[config.mk]
export PLATFORM = sky130hd
export DESIGN_NAME = fb_write_arbiter_flat
export DESIGN_NICKNAME = d
export VERILOG_FILES = /design/src/rtl/fb_write_arbiter_pkg.sv /design/src/rtl/fb_write_arbiter_if.sv /design/src/rtl/fb_write_arbiter_rr_arbiter.sv /design/src/rtl/fb_write_arbiter.sv /design/src/flat_wrapper.sv
export SDC_FILE = /design/constraint.sdc
export NUM_CORES = 1
export LEC_CHECK = 0
export CORE_UTILIZATION = 43
export DETAILED_ROUTE_END_ITERATION = 8
export HOLD_SLACK_MARGIN = 0.08
export PLACE_DENSITY = 0.78
export SYNTH_ARGS = -nofsm -noshare
export SYNTH_HDL_FRONTEND = slang
export SYNTH_SLANG_ARGS = --single-unit
[constraint.sdc]
create_clock -name clk -period 1.8 [get_ports clk]
set_input_delay 0.36 -clock clk [delete_from_list [all_inputs] [get_ports clk]]
set_output_delay 0.36 -clock clk [all_outputs]
set_load 0.02 [all_outputs]
[src/rtl/fb_write_arbiter_pkg.sv]
// Shared widths, framebuffer geometry and types for the framebuffer write arbiter.
package fb_write_arbiter_pkg;

  localparam int unsigned NUM_REQ = 2;
  localparam int unsigned COORD_W = 6;
  localparam int unsigned COLOR_W = 12;
  localparam int unsigned FB_W    = 64;
  localparam int unsigned FB_H    = 64;
  localparam logic [COLOR_W-1:0] CLEAR_COLOR = 12'h000;

  typedef struct packed {
    logic [COORD_W-1:0] x;
    logic [COORD_W-1:0] y;
    logic [COLOR_W-1:0] color;
  } pixel_wr_t;

  typedef enum logic {
    ARB   = 1'b0,
    CLEAR = 1'b1
  } arb_state_e;

endpackage

[src/rtl/fb_write_arbiter_if.sv]
// Producer request bundle, clear control and framebuffer write port seen by the arbiter.
interface fb_write_arbiter_if #(
  parameter int unsigned NUM_REQ = fb_write_arbiter_pkg::NUM_REQ,
  parameter int unsigned COORD_W = fb_write_arbiter_pkg::COORD_W,
  parameter int unsigned COLOR_W = fb_write_arbiter_pkg::COLOR_W
) ();

  logic [NUM_REQ-1:0]              req_valid;
  logic [NUM_REQ-1:0]              req_ready;
  logic [NUM_REQ-1:0][COORD_W-1:0] req_x;
  logic [NUM_REQ-1:0][COORD_W-1:0] req_y;
  logic [NUM_REQ-1:0][COLOR_W-1:0] req_color;
  logic                            clear_req;
  logic                            clear_busy;
  logic                            write_en;
  logic [COORD_W-1:0]              write_x;
  logic [COORD_W-1:0]              write_y;
  logic [COLOR_W-1:0]              write_color;

  modport slave (
    input  req_valid, req_x, req_y, req_color, clear_req,
    output req_ready, clear_busy, write_en, write_x, write_y, write_color
  );

  modport master (
    output req_valid, req_x, req_y, req_color, clear_req,
    input  req_ready, clear_busy, write_en, write_x, write_y, write_color
  );

endinterface

[src/rtl/fb_write_arbiter_rr_arbiter.sv]
// Combinational round-robin pick: first valid requester at or after the pointer, with wrap.
module fb_write_arbiter_rr_arbiter #(
  parameter int unsigned NUM_REQ = 2
) (
  input  logic [NUM_REQ-1:0]         valid_i,
  input  logic [$clog2(NUM_REQ)-1:0] ptr_i,
  output logic [NUM_REQ-1:0]         grant_o,
  output logic [$clog2(NUM_REQ)-1:0] idx_o,
  output logic                       any_o
);

  localparam int unsigned IDX_W = $clog2(NUM_REQ);

  logic [IDX_W:0]   sum;
  logic [IDX_W-1:0] cand;

  // Scan offsets from farthest to nearest so the nearest valid requester is the last writer.
  always_comb begin
    grant_o = '0;
    idx_o   = '0;
    any_o   = 1'b0;
    sum     = '0;
    cand    = '0;
    for (int unsigned k = 0; k < NUM_REQ; k++) begin
      sum = {1'b0, ptr_i} + (IDX_W+1)'(NUM_REQ - 1 - k);
      if (sum >= (IDX_W+1)'(NUM_REQ)) begin
        sum = sum - (IDX_W+1)'(NUM_REQ);
      end
      cand = sum[IDX_W-1:0];
      if (valid_i[cand]) begin
        grant_o       = '0;
        grant_o[cand] = 1'b1;
        idx_o         = cand;
        any_o         = 1'b1;
      end
    end
  end

endmodule

[src/rtl/fb_write_arbiter.sv]
// Framebuffer write-port arbiter: round-robin among producers, prioritised full-frame clear sweep.
module fb_write_arbiter #(
  parameter int unsigned          NUM_REQ     = fb_write_arbiter_pkg::NUM_REQ,
  parameter int unsigned          COORD_W     = fb_write_arbiter_pkg::COORD_W,
  parameter int unsigned          COLOR_W     = fb_write_arbiter_pkg::COLOR_W,
  parameter int unsigned          FB_W        = fb_write_arbiter_pkg::FB_W,
  parameter int unsigned          FB_H        = fb_write_arbiter_pkg::FB_H,
  parameter logic [COLOR_W-1:0]   CLEAR_COLOR = fb_write_arbiter_pkg::CLEAR_COLOR
) (
  input  logic               clk,
  input  logic               resetn,
  fb_write_arbiter_if.slave  bus
);

  import fb_write_arbiter_pkg::arb_state_e;
  import fb_write_arbiter_pkg::ARB;
  import fb_write_arbiter_pkg::CLEAR;

  localparam int unsigned IDX_W = $clog2(NUM_REQ);

  arb_state_e         state_q, state_d;
  logic [IDX_W-1:0]   ptr_q, ptr_d;
  logic [COORD_W-1:0] cx_q, cx_d, cy_q, cy_d;
  logic               wen_q, wen_d;
  logic [COORD_W-1:0] wx_q, wx_d, wy_q, wy_d;
  logic [COLOR_W-1:0] wc_q, wc_d;
  logic               busy_q;
  logic [NUM_REQ-1:0] gnt, ready;
  logic [IDX_W-1:0]   gnt_idx;
  logic               any_gnt;

  fb_write_arbiter_rr_arbiter #(.NUM_REQ(NUM_REQ)) u_rr (
    .valid_i (bus.req_valid),
    .ptr_i   (ptr_q),
    .grant_o (gnt),
    .idx_o   (gnt_idx),
    .any_o   (any_gnt)
  );

  always_comb begin
    state_d = state_q;
    ptr_d   = ptr_q;
    cx_d    = cx_q;
    cy_d    = cy_q;
    wen_d   = 1'b0;
    wx_d    = wx_q;
    wy_d    = wy_q;
    wc_d    = wc_q;
    ready   = '0;
    case (state_q)
      ARB: begin
        if (bus.clear_req) begin
          state_d = CLEAR;
          cx_d    = '0;
          cy_d    = '0;
        end else if (any_gnt) begin
          ready = gnt;
          wen_d = 1'b1;
          wx_d  = bus.req_x[gnt_idx];
          wy_d  = bus.req_y[gnt_idx];
          wc_d  = bus.req_color[gnt_idx];
          ptr_d = (gnt_idx == IDX_W'(NUM_REQ - 1)) ? '0 : gnt_idx + 1'b1;
        end
      end
      CLEAR: begin
        wen_d = 1'b1;
        wx_d  = cx_q;
        wy_d  = cy_q;
        wc_d  = CLEAR_COLOR;
        if (cx_q == COORD_W'(FB_W - 1)) begin
          cx_d = '0;
          if (cy_q == COORD_W'(FB_H - 1)) begin
            cy_d    = '0;
            state_d = ARB;
          end else begin
            cy_d = cy_q + 1'b1;
          end
        end else begin
          cx_d = cx_q + 1'b1;
        end
      end
      default: state_d = ARB;
    endcase
  end

  // Grants are combinational from registered state, so gate them while reset is held.
  assign bus.req_ready = resetn ? ready : '0;

  always_ff @(posedge clk or negedge resetn) begin
    if (!resetn) begin
      state_q <= ARB;
      ptr_q   <= '0;
      cx_q    <= '0;
      cy_q    <= '0;
      wen_q   <= 1'b0;
      wx_q    <= '0;
      wy_q    <= '0;
      wc_q    <= '0;
      busy_q  <= 1'b0;
    end else begin
      state_q <= state_d;
      ptr_q   <= ptr_d;
      cx_q    <= cx_d;
      cy_q    <= cy_d;
      wen_q   <= wen_d;
      wx_q    <= wx_d;
      wy_q    <= wy_d;
      wc_q    <= wc_d;
      busy_q  <= (state_d == CLEAR);
    end
  end

  assign bus.write_en    = wen_q;
  assign bus.write_x     = wx_q;
  assign bus.write_y     = wy_q;
  assign bus.write_color = wc_q;
  assign bus.clear_busy  = busy_q;

endmodule
[src/flat_wrapper.sv]
// flat-port wrapper written by rule: the top's interface ports become plain ports
module fb_write_arbiter_flat import fb_write_arbiter_pkg::arb_state_e; import fb_write_arbiter_pkg::ARB; import fb_write_arbiter_pkg::CLEAR;
#(
  parameter int unsigned          NUM_REQ     = fb_write_arbiter_pkg::NUM_REQ,
  parameter int unsigned          COORD_W     = fb_write_arbiter_pkg::COORD_W,
  parameter int unsigned          COLOR_W     = fb_write_arbiter_pkg::COLOR_W,
  parameter int unsigned          FB_W        = fb_write_arbiter_pkg::FB_W,
  parameter int unsigned          FB_H        = fb_write_arbiter_pkg::FB_H,
  parameter logic [COLOR_W-1:0]   CLEAR_COLOR = fb_write_arbiter_pkg::CLEAR_COLOR
)
  (clk, resetn, bus_req_valid, bus_req_x, bus_req_y, bus_req_color, bus_clear_req, bus_req_ready, bus_clear_busy, bus_write_en, bus_write_x, bus_write_y, bus_write_color);
  fb_write_arbiter_if #(.NUM_REQ(NUM_REQ), .COORD_W(COORD_W), .COLOR_W(COLOR_W)) bus_i ();
  input  logic clk;
  input  logic resetn;
  input wire logic [$bits(bus_i.req_valid)-1:0] bus_req_valid;
  input wire logic [$bits(bus_i.req_x)-1:0] bus_req_x;
  input wire logic [$bits(bus_i.req_y)-1:0] bus_req_y;
  input wire logic [$bits(bus_i.req_color)-1:0] bus_req_color;
  input wire logic [$bits(bus_i.clear_req)-1:0] bus_clear_req;
  output wire logic [$bits(bus_i.req_ready)-1:0] bus_req_ready;
  output wire logic [$bits(bus_i.clear_busy)-1:0] bus_clear_busy;
  output wire logic [$bits(bus_i.write_en)-1:0] bus_write_en;
  output wire logic [$bits(bus_i.write_x)-1:0] bus_write_x;
  output wire logic [$bits(bus_i.write_y)-1:0] bus_write_y;
  output wire logic [$bits(bus_i.write_color)-1:0] bus_write_color;
  assign bus_i.req_valid = bus_req_valid;
  assign bus_i.req_x = bus_req_x;
  assign bus_i.req_y = bus_req_y;
  assign bus_i.req_color = bus_req_color;
  assign bus_i.clear_req = bus_clear_req;
  assign bus_req_ready = bus_i.req_ready;
  assign bus_clear_busy = bus_i.clear_busy;
  assign bus_write_en = bus_i.write_en;
  assign bus_write_x = bus_i.write_x;
  assign bus_write_y = bus_i.write_y;
  assign bus_write_color = bus_i.write_color;
  fb_write_arbiter #(.NUM_REQ(NUM_REQ), .COORD_W(COORD_W), .COLOR_W(COLOR_W), .FB_W(FB_W), .FB_H(FB_H), .CLEAR_COLOR(CLEAR_COLOR)) u_core (.clk(clk), .resetn(resetn), .bus(bus_i));
endmodule
## Yosys cells after proc, flatten, opt, wreduce, memory -nomap -nowiden

Cells that the tools add are included.
Widths: inputs -> output; s select.

| storage, ports and cells | value |
|---|---|
| bits in registers | 39 |
| bits in latches | 0 |
| RAM bits | 0 |
| memory bits (read-only) | 0 |
| input port bits | 53 |
| output and inout bits | 28 |
| logic and storage cells | 83 |
| memories | 0 |

| cells by class | value |
|---|---|
| add/subtract/negate cells | 6 |
| multiply operators | 0 |
| div/mod/pow operators | 0 |
| order comparisons | 7 |
| eq/ne operators | 6 |
| shift operators | 0 |
| multiplexer cells | 49 |
| bitwise logic cells | 2 |
| reductions and logical operators | 5 |

Operators by type and width:

| cell | number |
|---|---|
| $mux 6 | 12 |
| $mux 12 | 4 |
| $pmux 6 s2 | 4 |
| $pmux 12 s2 | 1 |
| $mux 1 | 18 |
| $add 6x1->6 const B | 2 |
| $eq 6x6->1 const B | 2 |
| $mux 2 | 6 |
| $lt 1x2->1 const B | 3 |
| $ne 2x2->1 const B | 3 |
| $pmux 1 s2 | 2 |
| $reduce_and 2->1 | 2 |
| $reduce_and 3->1 | 1 |
| $add 1x1->2 const B | 1 |
| $demux 1 s1 | 2 |
| $ge 1x1->1 const B | 2 |
| $ge 1x2->1 const B | 1 |
| $ge 2x2->1 const B | 1 |
| $logic_and 1x1->1 | 2 |
| $ne 2x1->1 const B | 1 |
| $not 1->1 | 2 |
| $sub 1x1->1 const B | 2 |
| $add 1x1->1 const B | 1 |

## Logic depth before layout (Yosys ltp)

| depth | value |
|---|---|
| depth in word-level cells | 13 |
| depth in mapped cells | 6 |
| depth with buffers taken out | 5 |

## Hierarchy

Synthesis repeated with hierarchy kept, for this count alone.

| unflattened totals | value |
|---|---|
| cells, all modules | 217 |
| area total of the unflattened synthesis | 2063.2 µm² |

Modules (own cells, without submodules):

| module | instances | cells an instance | area each (µm²) | seq. area each (µm²) |
|---|---|---|---|---|
| fb_write_arbiter | 1 | 212 | 2030.7 | 975.9 |
| fb_write_arbiter_rr_arbiter | 1 | 5 | 32.5 | 0.0 |

## Worst setup path after synthesis

OpenSTA, ideal clock, no wires.

| timing path | value |
|---|---|
| path kind | register to output |
| from | reg u_core.state_q |
| to | out bus_req_ready[0] |
| arrival time | 1.429 ns |
| data required time | 1.440 ns |
| slack | 0.011 ns |
| cell stages (with the launch flop) | 5 |
| path buffers | 1 |
| cell sequence | dfrtp_1 nor2_1 buf_2 nand2_1 a211oi_1 |

| on the way | value |
|---|---|
| longest elaborated chain between the ends | 2 |

Ends and longest elaborated chain:

| what | line | text |
|---|---|---|
| from (decl) | fb_write_arbiter.sv:21 | `arb_state_e state_q, state_d;` |
| from (signal assigned) | fb_write_arbiter.sv:101 | `state_q <= state_d;` |
| $mux 2 | fb_write_arbiter.sv:50 | `case (state_q)` |
| $mux 2 | fb_write_arbiter.sv:87 | `assign bus.req_ready = resetn ? ready : '0;` |
| to (decl) | flat_wrapper.sv:20 | `output wire logic [$bits(bus_i.req_ready)-1:0] bus_req_ready;` |

Every way passes these cells.

==> impl_metrics.py <==
metrics = {
    "floorplanning": {
        "design.core.area_um2": 4470,
        "row_count": 24,
        "fp.dieW_um": 71.0,
        "die_h_um": 71.0,
        "start_util_pct": 45.7,
        "die-area_um2": 5030,
        "ioPinCount": 81,
    },
    "critical_path": {
        "r2r_start": "u_core.state_q",
        "critPathLaunchType": "flop",
        "crit_family": "buffers and inverters",
        "crit_type": "flop to output pin",
        "regToRegSetupSlack_ns": 0.14,
        "crit_path_end_kind": "output pin",
        "crit_buf_inv": 2,
        "cpMaxStageDelayCell": "dlygate4sd2_1",
        "cp.required_ns": 1.44,
        "worstPathArrival_ns": 1.36,
        "max_stage_delay_ns": 0.38,
        "cp_cell_sequence": "buf_4 > dlygate4sd2_1",
        "crit_start": "u_core.state_q",
        "crit_path_max_fanout": 32,
    },
    "pwr": {
        "p_leak_nw": 1.37,
        "peakVddDrop_uv": 701,
        "power_w": 0.00341,
        "power.density_nw_per_um2": 1110,
    },
    "yosys": {
        "synth_flop_cell": "dfrtp_1",
        "syn-num-nets": 255,
        "synthArstFlopShare_pct": 100,
        "syn_inst": 200,
        "yosysWarnings": 0,
        "seq_area_frac_synth_pct": 47.7,
        "ys_ff_latch": 39,
        "synth_area_leaders": "dfrtp_1, mux2i_1, nand2_1",
        "synth.distinct_cells": 40,
        "yosys.area.top_type": "dfrtp_1",
        "synth_edf_count": 0,
        "synth_top_area_share_pct": 47.7,
        "postSynthAreaPerCell_um2": 10.2,
        "synth_area_um2": 2040,
    },
    "final_layout": {
        "fin_nets": 344,
        "finish.instance_area_um2": 3060,
        "multi_input_comb_area_um2": 990,
        "stdcell_count": 342,
        "final_common_cell": "clkdlybuf4s50_1",
        "area_growth_pct": 49.8,
        "regArea_um2": 976,
        "drive_gt1_share_pct": 12.8,
        "antenna_cells": 0,
        "final.fill_count": 356,
        "final_cell_mix": "clkdlybuf4s50_1, nand2_1, dfrtp_1, mux2i_1, o21ai_1",
    },
    "flow_run": {
        "drv_cap": 0,
    },
    "placed_design": {
        "dp_hpwl_um": 3680,
        "dp.cells": 334,
        "gp_congestion": 0.825,
        "portBuffers": 80,
        "place_area_um2": 2950,
    },
    "route": {
        "dr.pass1.iters": 6,
        "remaining_drc_errors": 9,
        "dr.first_iter.drc_count": 109,
        "drt-vias-per-instance": 5.48,
        "drtAntennaViolNets": 0,
        "wl_per_cell_um": 14.6,
        "vias": 1874,
        "drt_wl_total_um": 5000,
    },
    "timing": {
        "finClkSkew_ns": 0.00256,
        "setup_viol_count_final": 0,
        "slew_headroom_pct": 66.9,
        "worstMarginPinSlew_ns": 0.497,
        "rsz0062_at_grt": "false",
        "setup_tns_ns": 0,
        "slew_violations": 0,
        "finalCriticalPeriod_ns": 1.72,
        "hold_viol": 0,
        "fin_crit_sh_pct": 95.7,
        "fmax_ghz": 0.580,
    },
    "outcome": {
        "failed_checks": "DRC",
        "status": "finished, violations left",
    },
    "global_routing": {
        "antenna_found_initial": 0,
        "grt_pass1_vias": 1859,
        "grtUsageTotal_pct": 21.7,
        "grt_pass1_wl_um": 8450,
        "grt_overflow": 0,
        "grt_max_degree": 40,
    },
    "clock_network": {
        "cts-htree-levels": 2,
        "root_buffer": "clkbuf_8",
        "clk_path_buf_depth": 2,
        "clkTransAtPathRegs_ns": 0.07,
        "cts_tree": "yes",
        "clk_latency_ns": 0.30,
        "cts_buffers": 5,
        "clkSinkCount": 39,
    },
    "min_path": {
        "min_path_type": "input port to asynchronous set/reset pin",
    },
}
-- metrics by stage --
| stage | worst slack (ns) | hold slack, ns | util (%) |
|---|---|---|---|
| 6_report | 0.0771 | 0.140 | 68.4 |
| 3_3_place_gp | -0.470 | 0.460 | 66.0 |
| 5_1_grt | 0.0228 | 0.177 | 68.4 |
| 4_1_cts | 0.0546 | 0.144 | 68.4 |
| 3_5_place_dp | -0.528 | 0.469 | 66.0 |
| 2_1_floorplan | 0.0114 | 0.0644 | - |
-- synth_stat cells (all sizes together) (2+ instances only) --
master / n
o211ai: 3
nand2: 50
a21oi: 4
dfrtp: 39
clkbuf: 4
mux2i: 25
buf: 7
o221ai: 11
and2b: 2
nor2: 4
a22o: 3
ha: 2
inv: 2
nand3: 6
o21ai: 21
-- worst paths after layout --
kind	endpoint	cells after the start
max in group asynchronous	u_core.cy_q[1]	2
min reg2reg	u_core.bus.write_color[0]	2
min	u_core.cx_q[2]	2
max reg2reg	u_core.cy_q[4]	5
max	bus_clear_busy	2
min in group clk	u_core.bus.write_color[0]	2
-- where the power goes --
group	total, W	switching (W)	leakage, nW	internal [W]
Clock	0.000758	0.000309	0.0612	0.000448
Sequential	0.00143	0.000282	0.482	0.00114
Combinational	0.00123	0.000575	0.832	0.000653
Total	0.00341	0.00117	1.37	0.00225
-- registers in the layout (all words and copies together) (netlist names) --
signal and cells:
u_core.cx_q 6, u_core.bus.write_color 12, u_core.bus.write_en 1, u_core.cy_q 6
u_core.state_q 1, u_core.bus.write_x 6, u_core.bus.write_y 6, u_core.ptr_q 1
-- layer usage --
metal / GRT usage (%) / vias up / wire (µm)
li1: - / 906 / -
met1: 25.1 / 891 / 2100
met2: 37.8 / 68 / 2410
met3: 7.12 / 9 / 415
met4: 7.33 / 0 / 81
met5: 0 / - / 0
-- logic make-up (layout without fill, tap and decap cells) --
| logic type | count (synthesis) | after routing | synth area share (%) |
|---|---|---|---|
| AND/OR/NAND/NOR | 70 | 70 | 15.1 |
| AO/OA/AOI/OAI | 48 | 48 | 17.9 |
| flip-flops | 39 | 39 | 47.7 |
| multiplexers | 26 | 26 | 13.0 |
| buffers and inverters | 13 | 103 | 4.16 |
| adder cells (fa/ha/maj) | 2 | 2 | 1.22 |
| XOR/XNOR | 2 | 2 | 0.857 |
-- area by class of cell --
| type | instances | share of cell area [%] |
|---|---|---|
| timing repair buffer | 93 | 29.6 |
| clock buffer | 6 | 2.70 |
| inverter | 2 | 0.245 |
| sequential | 39 | 31.9 |
| multi-input combinational | 148 | 32.3 |
| clock inverter | 2 | 1.14 |
| tap | 52 | 2.13 |
-- what timing repair did --
| action | CTS | global route |
|---|---|---|
| setup buffers | 0 | 0 |
| hold buffers | 0 | 0 |
| gates resized for setup | 12 | 0 |
| endpoints found under the setup margin | 3 | 0 |
No activity file was read; power rests on OpenSTA's default activity.
